## config.mk

```make
export PLATFORM = sky130hd
export DESIGN_NAME = fixed_multiply_seq_flat
export DESIGN_NICKNAME = d
export VERILOG_FILES = /design/src/rtl/fixed_point_pkg.sv /design/src/rtl/fixed_multiply_seq_if.sv /design/src/rtl/fixed_round_sat.sv /design/src/rtl/fixed_multiply_seq.sv /design/src/flat_wrapper.sv
export SDC_FILE = /design/constraint.sdc
export NUM_CORES = 1
export LEC_CHECK = 0
export BUFFER_PORTS_ARGS = -buffer_cell sky130_fd_sc_hd__buf_2
export CORE_ASPECT_RATIO = 1.2
export CORE_MARGIN = 2
export CORE_UTILIZATION = 52
export CTS_CLUSTER_DIAMETER = 120
export CTS_CLUSTER_SIZE = 10
export DETAILED_ROUTE_END_ITERATION = 8
export PLACE_DENSITY = 0.75
export SETUP_SLACK_MARGIN = 0.3
export SKIP_CTS_REPAIR_TIMING = 1
export SLEW_MARGIN = 40
export SYNTH_ARGS = -nofsm -noshare
export SYNTH_HDL_FRONTEND = slang
export SYNTH_SLANG_ARGS = --single-unit
```

## constraint.sdc

```tcl
create_clock -name clock -period 9.7 [get_ports clock]
set_clock_uncertainty 0.1 [all_clocks]
set_input_delay 0.97 -clock clock [delete_from_list [all_inputs] [get_ports clock]]
set_output_delay 0.97 -clock clock [all_outputs]
set_load 0.01 [all_outputs]
```

## src/rtl/fixed_point_pkg.sv

```systemverilog
// Shared Q-format defaults, FSM state type and rounding helper for the
// sequential fixed-point multiplier and divider.
package fixed_point_pkg;

    localparam int DATA_WIDTH_DEFAULT     = 32;
    localparam int QUANTIZED_BITS_DEFAULT = 10;

    typedef enum logic [1:0] {
        ST_IDLE = 2'd0,
        ST_RUN  = 2'd1,
        ST_DONE = 2'd2
    } state_e;

    // Half an LSB of the result, added before the arithmetic shift (round-half-up).
    function automatic logic [63:0] round_const(input int unsigned qbits);
        round_const = 64'd1 << (qbits - 1);
    endfunction

endpackage

```

## src/rtl/fixed_multiply_seq_if.sv

```systemverilog
// Request/result bus of the sequential fixed-point multiplier.
interface fixed_multiply_seq_if #(
    parameter int DATA_WIDTH = fixed_point_pkg::DATA_WIDTH_DEFAULT
);

    logic [DATA_WIDTH-1:0] multiplicand;
    logic [DATA_WIDTH-1:0] multiplier;
    logic                  valid_in;
    logic                  ready;
    logic [DATA_WIDTH-1:0] product;
    logic                  overflow;
    logic                  valid_out;

    // A request is taken on a rising edge where valid_in && ready; operands are
    // sampled on that edge only. valid_out is a one-cycle pulse with no back-pressure;
    // product/overflow hold their value until the next pulse.
    modport master (
        output multiplicand, multiplier, valid_in,
        input  ready, product, overflow, valid_out
    );

    modport slave (
        input  multiplicand, multiplier, valid_in,
        output ready, product, overflow, valid_out
    );

endinterface

```

## src/rtl/fixed_round_sat.sv

```systemverilog
// Rounds a full 2*DATA_WIDTH Q-format product back to DATA_WIDTH bits and flags
// overflow; FIXED_MULTIPLY_SAT_EN selects clamping, otherwise the result wraps.
module fixed_round_sat
    import fixed_point_pkg::*;
#(
    parameter int DATA_WIDTH     = DATA_WIDTH_DEFAULT,
    parameter int QUANTIZED_BITS = QUANTIZED_BITS_DEFAULT
) (
    input  logic [2*DATA_WIDTH-1:0] full_product,
    output logic [DATA_WIDTH-1:0]   result,
    output logic                    overflow
);

    localparam int RW = 2 * DATA_WIDTH + 1;

    logic signed [RW-1:0]         p_ext;
    logic signed [RW-1:0]         rounded;
    logic signed [RW-1:0]         r;
    logic [RW-DATA_WIDTH:0]       hi;

    always_comb begin
        p_ext   = {full_product[2*DATA_WIDTH-1], full_product};
        rounded = p_ext + $signed(RW'(round_const(QUANTIZED_BITS)));
        r       = rounded >>> QUANTIZED_BITS;
        // Fits only if every bit from the result sign upward matches.
        hi       = r[RW-1:DATA_WIDTH-1];
        overflow = !((&hi) || !(|hi));
`ifdef FIXED_MULTIPLY_SAT_EN
        if (overflow) begin
            result = r[RW-1] ? {1'b1, {(DATA_WIDTH-1){1'b0}}}
                             : {1'b0, {(DATA_WIDTH-1){1'b1}}};
        end else begin
            result = r[DATA_WIDTH-1:0];
        end
`else
        result = r[DATA_WIDTH-1:0];
`endif
    end

endmodule

```

## src/rtl/fixed_multiply_seq.sv

```systemverilog
// Iterative radix-2 Booth signed fixed-point multiplier, one step per clock.
// Build option FIXED_MULTIPLY_SAT_EN clamps overflowing results instead of wrapping.
module fixed_multiply_seq
    import fixed_point_pkg::*;
#(
    parameter int QUANTIZED_BITS = QUANTIZED_BITS_DEFAULT,
    parameter int DATA_WIDTH     = DATA_WIDTH_DEFAULT
) (
    input  logic                 clock,
    input  logic                 reset,
    fixed_multiply_seq_if.slave  bus,
    output state_e               dbg_state
);

    localparam int CW = $clog2(DATA_WIDTH + 1);

    state_e                state_q, state_d;
    logic [DATA_WIDTH:0]   m_q, m_d;
    logic [DATA_WIDTH:0]   a_q, a_d;
    logic [DATA_WIDTH-1:0] q_q, q_d;
    logic                  qm1_q, qm1_d;
    logic [CW-1:0]         cnt_q, cnt_d;
    logic [DATA_WIDTH-1:0] product_q, product_d;
    logic                  overflow_q, overflow_d;
    logic                  valid_out_q, valid_out_d;

    logic [DATA_WIDTH:0]   a_sum;
    logic [DATA_WIDTH-1:0] round_result;
    logic                  round_ovf;

    fixed_round_sat #(
        .DATA_WIDTH     (DATA_WIDTH),
        .QUANTIZED_BITS (QUANTIZED_BITS)
    ) u_round (
        .full_product (({a_q[DATA_WIDTH-1:0], q_q})),
        .result       (round_result),
        .overflow     (round_ovf)
    );

    always_comb begin
        state_d     = state_q;
        m_d         = m_q;
        a_d         = a_q;
        q_d         = q_q;
        qm1_d       = qm1_q;
        cnt_d       = cnt_q;
        product_d   = product_q;
        overflow_d  = overflow_q;
        valid_out_d = 1'b0;
        a_sum       = a_q;

        case (state_q)
            ST_IDLE: begin
                if (bus.valid_in) begin
                    m_d     = {bus.multiplicand[DATA_WIDTH-1], bus.multiplicand};
                    a_d     = '0;
                    q_d     = bus.multiplier;
                    qm1_d   = 1'b0;
                    cnt_d   = '0;
                    state_d = ST_RUN;
                end
            end
            ST_RUN: begin
                case ({q_q[0], qm1_q})
                    2'b01:   a_sum = a_q + m_q;
                    2'b10:   a_sum = a_q - m_q;
                    default: a_sum = a_q;
                endcase
                // Arithmetic shift of the concatenation {A, Q, Q_-1}.
                a_d   = {a_sum[DATA_WIDTH], a_sum[DATA_WIDTH:1]};
                q_d   = {a_sum[0], q_q[DATA_WIDTH-1:1]};
                qm1_d = q_q[0];
                cnt_d = cnt_q + CW'(1);
                if (cnt_q == CW'(DATA_WIDTH - 1)) begin
                    state_d = ST_DONE;
                end
            end
            ST_DONE: begin
                product_d   = round_result;
                overflow_d  = round_ovf;
                valid_out_d = 1'b1;
                state_d     = ST_IDLE;
            end
            default: state_d = ST_IDLE;
        endcase
    end

    always_ff @(posedge clock or posedge reset) begin
        if (reset) begin
            state_q     <= ST_IDLE;
            m_q         <= '0;
            a_q         <= '0;
            q_q         <= '0;
            qm1_q       <= 1'b0;
            cnt_q       <= '0;
            product_q   <= '0;
            overflow_q  <= 1'b0;
            valid_out_q <= 1'b0;
        end else begin
            state_q     <= state_d;
            m_q         <= m_d;
            a_q         <= a_d;
            q_q         <= q_d;
            qm1_q       <= qm1_d;
            cnt_q       <= cnt_d;
            product_q   <= product_d;
            overflow_q  <= overflow_d;
            valid_out_q <= valid_out_d;
        end
    end

    assign bus.ready     = (state_q == ST_IDLE);
    assign bus.product   = product_q;
    assign bus.overflow  = overflow_q;
    assign bus.valid_out = valid_out_q;
    assign dbg_state     = state_q;

endmodule

```

## src/flat_wrapper.sv

```systemverilog
// flat-port wrapper written by rule: the top's interface ports become plain ports
module fixed_multiply_seq_flat import fixed_point_pkg::*;
#(
    parameter int QUANTIZED_BITS = QUANTIZED_BITS_DEFAULT,
    parameter int DATA_WIDTH     = DATA_WIDTH_DEFAULT
)
  (clock, reset, dbg_state, bus_multiplicand, bus_multiplier, bus_valid_in, bus_ready, bus_product, bus_overflow, bus_valid_out);
  fixed_multiply_seq_if #(.DATA_WIDTH(DATA_WIDTH)) bus_i ();
  input  logic clock;
  input  logic reset;
  output state_e dbg_state;
  input wire logic [$bits(bus_i.multiplicand)-1:0] bus_multiplicand;
  input wire logic [$bits(bus_i.multiplier)-1:0] bus_multiplier;
  input wire logic [$bits(bus_i.valid_in)-1:0] bus_valid_in;
  output wire logic [$bits(bus_i.ready)-1:0] bus_ready;
  output wire logic [$bits(bus_i.product)-1:0] bus_product;
  output wire logic [$bits(bus_i.overflow)-1:0] bus_overflow;
  output wire logic [$bits(bus_i.valid_out)-1:0] bus_valid_out;
  assign bus_i.multiplicand = bus_multiplicand;
  assign bus_i.multiplier = bus_multiplier;
  assign bus_i.valid_in = bus_valid_in;
  assign bus_ready = bus_i.ready;
  assign bus_product = bus_i.product;
  assign bus_overflow = bus_i.overflow;
  assign bus_valid_out = bus_i.valid_out;
  fixed_multiply_seq #(.QUANTIZED_BITS(QUANTIZED_BITS), .DATA_WIDTH(DATA_WIDTH)) u_core (.clock(clock), .reset(reset), .bus(bus_i), .dbg_state(dbg_state));
endmodule
```

== After elaboration in Yosys (flattened, before gate mapping) ==
Cells that the tools add are included.

* Bits of input ports: 67
* Bits in registers: 140
* Word-level logic and storage cells: 43
* Output and inout bits: 37

* $add $sub $neg: 4
* Reduce and logical (&&, ||, !) cells: 10
* Equal/unequal tests: 7
* Multiplexer cells: 13

{| class="wikitable"
|+ Operator list
! cell !! count
|-
| $pmux W33 S2 || 2
|-
| $add A64 B11 Y65 const B || 1
|-
| $pmux W32 S2 || 1
|-
| $add A33 B33 Y33 || 1
|-
| $mux W33 || 1
|-
| $sub A33 B33 Y33 || 1
|-
| $mux W32 || 1
|-
| $reduce_and A24 Y1 || 1
|-
| $reduce_or A24 Y1 || 1
|-
| $pmux W6 S2 || 1
|-
| $add A6 B1 Y6 const B || 1
|-
| $eq A6 B5 Y1 const B || 1
|-
| $mux W6 || 1
|-
| $reduce_and A2 Y1 || 3
|-
| $eq A2 B1 Y1 const B || 2
|-
| $eq A2 B2 Y1 const B || 2
|-
| $mux W2 || 2
|-
| $pmux W2 S2 || 1
|-
| $logic_not A1 Y1 || 2
|-
| $logic_not A2 Y1 || 1
|-
| $mux W1 || 2
|-
| $ne A2 B1 Y1 const B || 1
|-
| $ne A2 B2 Y1 const B || 1
|-
| $pmux W1 S2 || 1
|-
| other kinds (2) || 2
|}

== Longest topological paths before layout ==
* Depth after elaboration: 5
* Depth in mapped cells: 20

== Cells and area by module ==
A second synthesis with hierarchy kept.

* Cell total of the unflattened synthesis: 1069
* Area, all modules: 9261.4 µm²

{| class="wikitable"
|+ Modules (own cells, without submodules)
! module !! cells each !! area an instance (µm²) !! instances
|-
| fixed_multiply_seq || 856 || 7803.7 || 1
|-
| fixed_round_sat || 213 || 1457.6 || 1
|}

== Least setup slack after synthesis ==
OpenSTA, ideal clock, no wires.

* Path type: register to register
* Start point: reg u_core.m_q[0]
* End point: reg u_core.a_q[30]
* Setup time: 0.090 ns
* Slack: 5.344 ns
* Data arrival time: 4.166 ns
* Stages on the path, launching flop included: 19
* Cell sequence: dfrtp_1 inv_1 ha_1 or3b_2 nor4_1 nand2_1 nor2_1 nor2_1 xnor2_1 ha_1 a22o_1 a2111o_1 a31oi_1 a21boi_0 o41ai_1 a31oi_1 nor4_1 or3_1 o2111ai_1

* Longest elaborated chain between the ends: 3
* Elaborated cells on any way between the ends: 4
* Classes of those cells: add/sub: 2; mux: 2

{| class="wikitable"
|+ Ends and longest elaborated chain
! item !! RTL line !! RTL
|-
| start: declaration || fixed_multiply_seq.sv:18 || <nowiki>logic [DATA_WIDTH:0] m_q, m_d;</nowiki>
|-
| start signal: assignment || fixed_multiply_seq.sv:101 || <nowiki>m_q <= m_d;</nowiki>
|-
| $sub A33 B33 Y33 / $add A33 B33 Y33 (equally long branches) || fixed_multiply_seq.sv:66, fixed_multiply_seq.sv:65 ||
|-
| $pmux W33 S2 * || fixed_multiply_seq.sv:64 || <nowiki>case ({q_q[0], qm1_q})</nowiki>
|-
| $pmux W33 S2 * || fixed_multiply_seq.sv:52 || <nowiki>case (state_q)</nowiki>
|-
| end signal: assignment || fixed_multiply_seq.sv:92 || <nowiki>a_q <= '0;</nowiki>
|-
| end signal: assignment || fixed_multiply_seq.sv:102 || <nowiki>a_q <= a_d;</nowiki>
|-
| end: declaration || fixed_multiply_seq.sv:19 || <nowiki>logic [DATA_WIDTH:0] a_q, a_d;</nowiki>
|}

Every way passes the cells marked *; elsewhere a longest branch is shown, timed or not.
A chain may end at the register's enable or synchronous reset.

== Worst setup path after layout ==
Same ends and word-level chain as after synthesis.

==> impl_metrics.toml <==
[timing]
min_period_ns = 4.98
post-route-period-util_pct = 51.4
tightest_slew_ns = 0.725
setup_viol_count_final = 0
maxSlewViolCount = 0
fin_tns_setup_ns = 0
hold_viol = 0
max-slew-margin-rel_pct = 51.7
clock.fmax_ghz = 0.201
rsz0062_at_grt = "no"

[placement]
hpwlAfterDp_mm = 15.9
port_buffers = 103
gp_congestion = 0.947

[yosys]
synthMostInstantiatedCell = "nand2_1"
ys.flop_type = "dfrtp_1"
synth_top_cell_area_share_pct = 37.4
synth_fp_nets = 1242
ys_seq_area_share_pct = 37.4
synth_seq_cells = 139
synth_area_leaders = "dfrtp_1 (37%), nand2_1 (9.8%), xnor2_1 (6.3%)"
synth_cells = 1138
synth_area_leader_cell = "dfrtp_1"
synth_edf_count = 0
async_reset_ff_share_pct = 100
synth_cell_types = 66
synth_area_per_cell_um2 = 8.16
ys_warn_count = 0
syn_area_um2 = 9290
synthTopCellsByCount = "nand2_1 (243), dfrtp_1 (139), o21ai_0 (96), xnor2_1 (67), nand3_1 (63)"

[floorplanning]
dieArea_um2 = 19000
die_w_um = 126
pin_count = 104
die_y_um = 150
start_util_pct = 53.1
fp-row-count = 53
core-area_um2 = 17500

[final_layout]
synthToLayoutAreaGrowth_pct = 13.8
drive_above_1_share_pct = 13.9
layout.nets = 1317
antennaDiodeCount = 0

[setup_path]
path_class = "reg2reg"
cp-end-kind = "register"
cp.arrival_ns = 5.23
critPathRequiredTime_ns = 9.95
crit_fanout = 5
cp-start-kind = "register"

[routing]
drcViolationCount = 0
routed-via-count = 8246
routedWlPerCell_um = 15.4
wirelength_mm = 22.2
drt_iter0_markers = 617
drt_first_pass_iters = 7
vias_per_cell = 5.71
ant_nets = 0

[global_route]
antenna_found_initial = 0
grtUsageTotal_pct = 24.2
grt_pass1_vias = 7701
grt_max_degree = 74
grt_pass1_wl_mm = 37.8
grt_remaining_overflow = 0

[clocking]
clk_path_buf_depth = 2
cts_inserted_buffers = 17
clk_pin_slew_worst_paths_ns = 0.06
cts_tree = "done"
htreeDepth = 4
clkSinkCount = 139
worst_skew_pair.late_latency_ns = 0.43
clock-root-buffer = "clkbuf_16"

[worst_hold_path]
hp-class = "reg2reg"

[run_status]
status = "finished, final reports clean"

[run]
cap_violations = 0

[power]
power_mw = 4.13
p_per_area_nw_per_um2 = 391
power.leakage_nw = 4.75
ir_drop_uv = 173
[layout by cell type (no fill, tap or decap), types with 16 or more instances in the layout]
| cell type | netlist | layout |
|---|---|---|
| o21ai_0 | 96 | 96 |
| nand3_1 | 63 | 63 |
| clkbuf_16 | 0 | 17 |
| a22oi_1 | 30 | 30 |
| nand2_1 | 243 | 242 |
| ha_1 | 36 | 36 |
| inv_1 | 29 | 28 |
| nor2_1 | 59 | 58 |
| xor2_1 | 38 | 38 |
| nor3_1 | 22 | 21 |
| buf_2 | 0 | 103 |
| a21oi_1 | 58 | 58 |
| nand4_1 | 21 | 21 |
| dfrtp_1 | 139 | 139 |
| xnor2_1 | 67 | 67 |
| nor4_1 | 16 | 16 |
[layout make-up]
type	count	area, µm²
sequential	139	3480
inverter	30	131
timing repair buffer	113	594
tap	220	275
multi-input combinational	912	5490
clock buffer	17	425
clock inverter	14	174
fill	1585	6940
[critical path, cell delays in order (launching register included)]
cell       delay (ns)
dfrtp_1          0.39
inv_1            0.10
ha_1             0.18
or3b_2           0.46
nor4_1           0.48
nand2_1          0.18
nor2_1           0.12
nor2_1           0.06
xnor2_1          0.13
ha_1             0.34
a22o_1           0.25
a2111o_1         0.38
a31oi_1          0.13
a21boi_0         0.46
o41ai_2          0.25
a31oi_1          0.37
nor4_1           0.12
or3_1            0.32
o2111ai_1        0.09
[sequential cells by signal, summed over array words and instances (netlist names)]
name	count
u_core.a_q	32
u_core.bus.product	32
u_core.m_q	32
u_core.q_q	32
u_core.cnt_q	6
u_core.dbg_state	2
u_core.bus.overflow	1
u_core.bus.valid_out	1
u_core.qm1_q	1
[power breakdown]
group          total, mW  switching [mW]  internal (mW)
logic               2.37            1.31           1.06
registers           1.10           0.315          0.786
clock network      0.662           0.259          0.403
[cell families after synthesis]
family	after synthesis	share of synthesized area, %
compound gates	258	16.8
fa+ha+maj	37	5.06
simple gates	499	25.5
xor+xnor	105	9.90
mux	13	1.41
flops	139	37.4
buf+inv	87	3.87
[through the flow]
| stage | utilization, % | setup slack (ns) | hold WS, ns | instance area, µm² | instances |
|---|---|---|---|---|---|
| floorplan | - | 4.91 | 0.347 | 9290 | 1138 |
| global placement | 56.8 | 4.81 | 0.356 | 9950 | 1414 |
| detailed placement | 56.9 | 4.77 | 0.365 | 9960 | 1414 |
| CTS | 60.3 | 4.73 | 0.378 | 10600 | 1445 |
| global route | 60.4 | 4.33 | 0.386 | 10600 | 1445 |
| finish | 60.4 | 4.72 | 0.370 | 10600 | 1445 |
[path summary, 6_finish.rpt]
check | start | endpoint | slack, ns | cells past startpoint
max in group asynchronous | reset | u_core.m_q[29]$_DFFE_PP0P_ | 7.93 | 3
setup reg to reg | u_core.m_q[0]$_DFFE_PP0P_ | u_core.a_q[30]$_DFFE_PP0P_ | 4.72 | 18
hold / removal | u_core.bus.product[3]$_DFFE_PP0P_ | u_core.bus.product[3]$_DFFE_PP0P_ | 0.37 | 2
min in group asynchronous | reset | u_core.q_q[26]$_DFFE_PP0P_ | 0.54 | 2
setup / recovery | u_core.m_q[0]$_DFFE_PP0P_ | u_core.a_q[30]$_DFFE_PP0P_ | 4.72 | 18
hold reg to reg | u_core.bus.product[3]$_DFFE_PP0P_ | u_core.bus.product[3]$_DFFE_PP0P_ | 0.37 | 2
[layer usage]
metal  share of wire (%)  GRT usage (%)  up-vias
met5                   0              0        -
met4                 2.6           8.90        0
met3                 5.0           3.41       55
met2                  47           39.9      246
met1                  46           32.6     3784
li1                    -              -     4161
(Power assumes the default switching activity.)
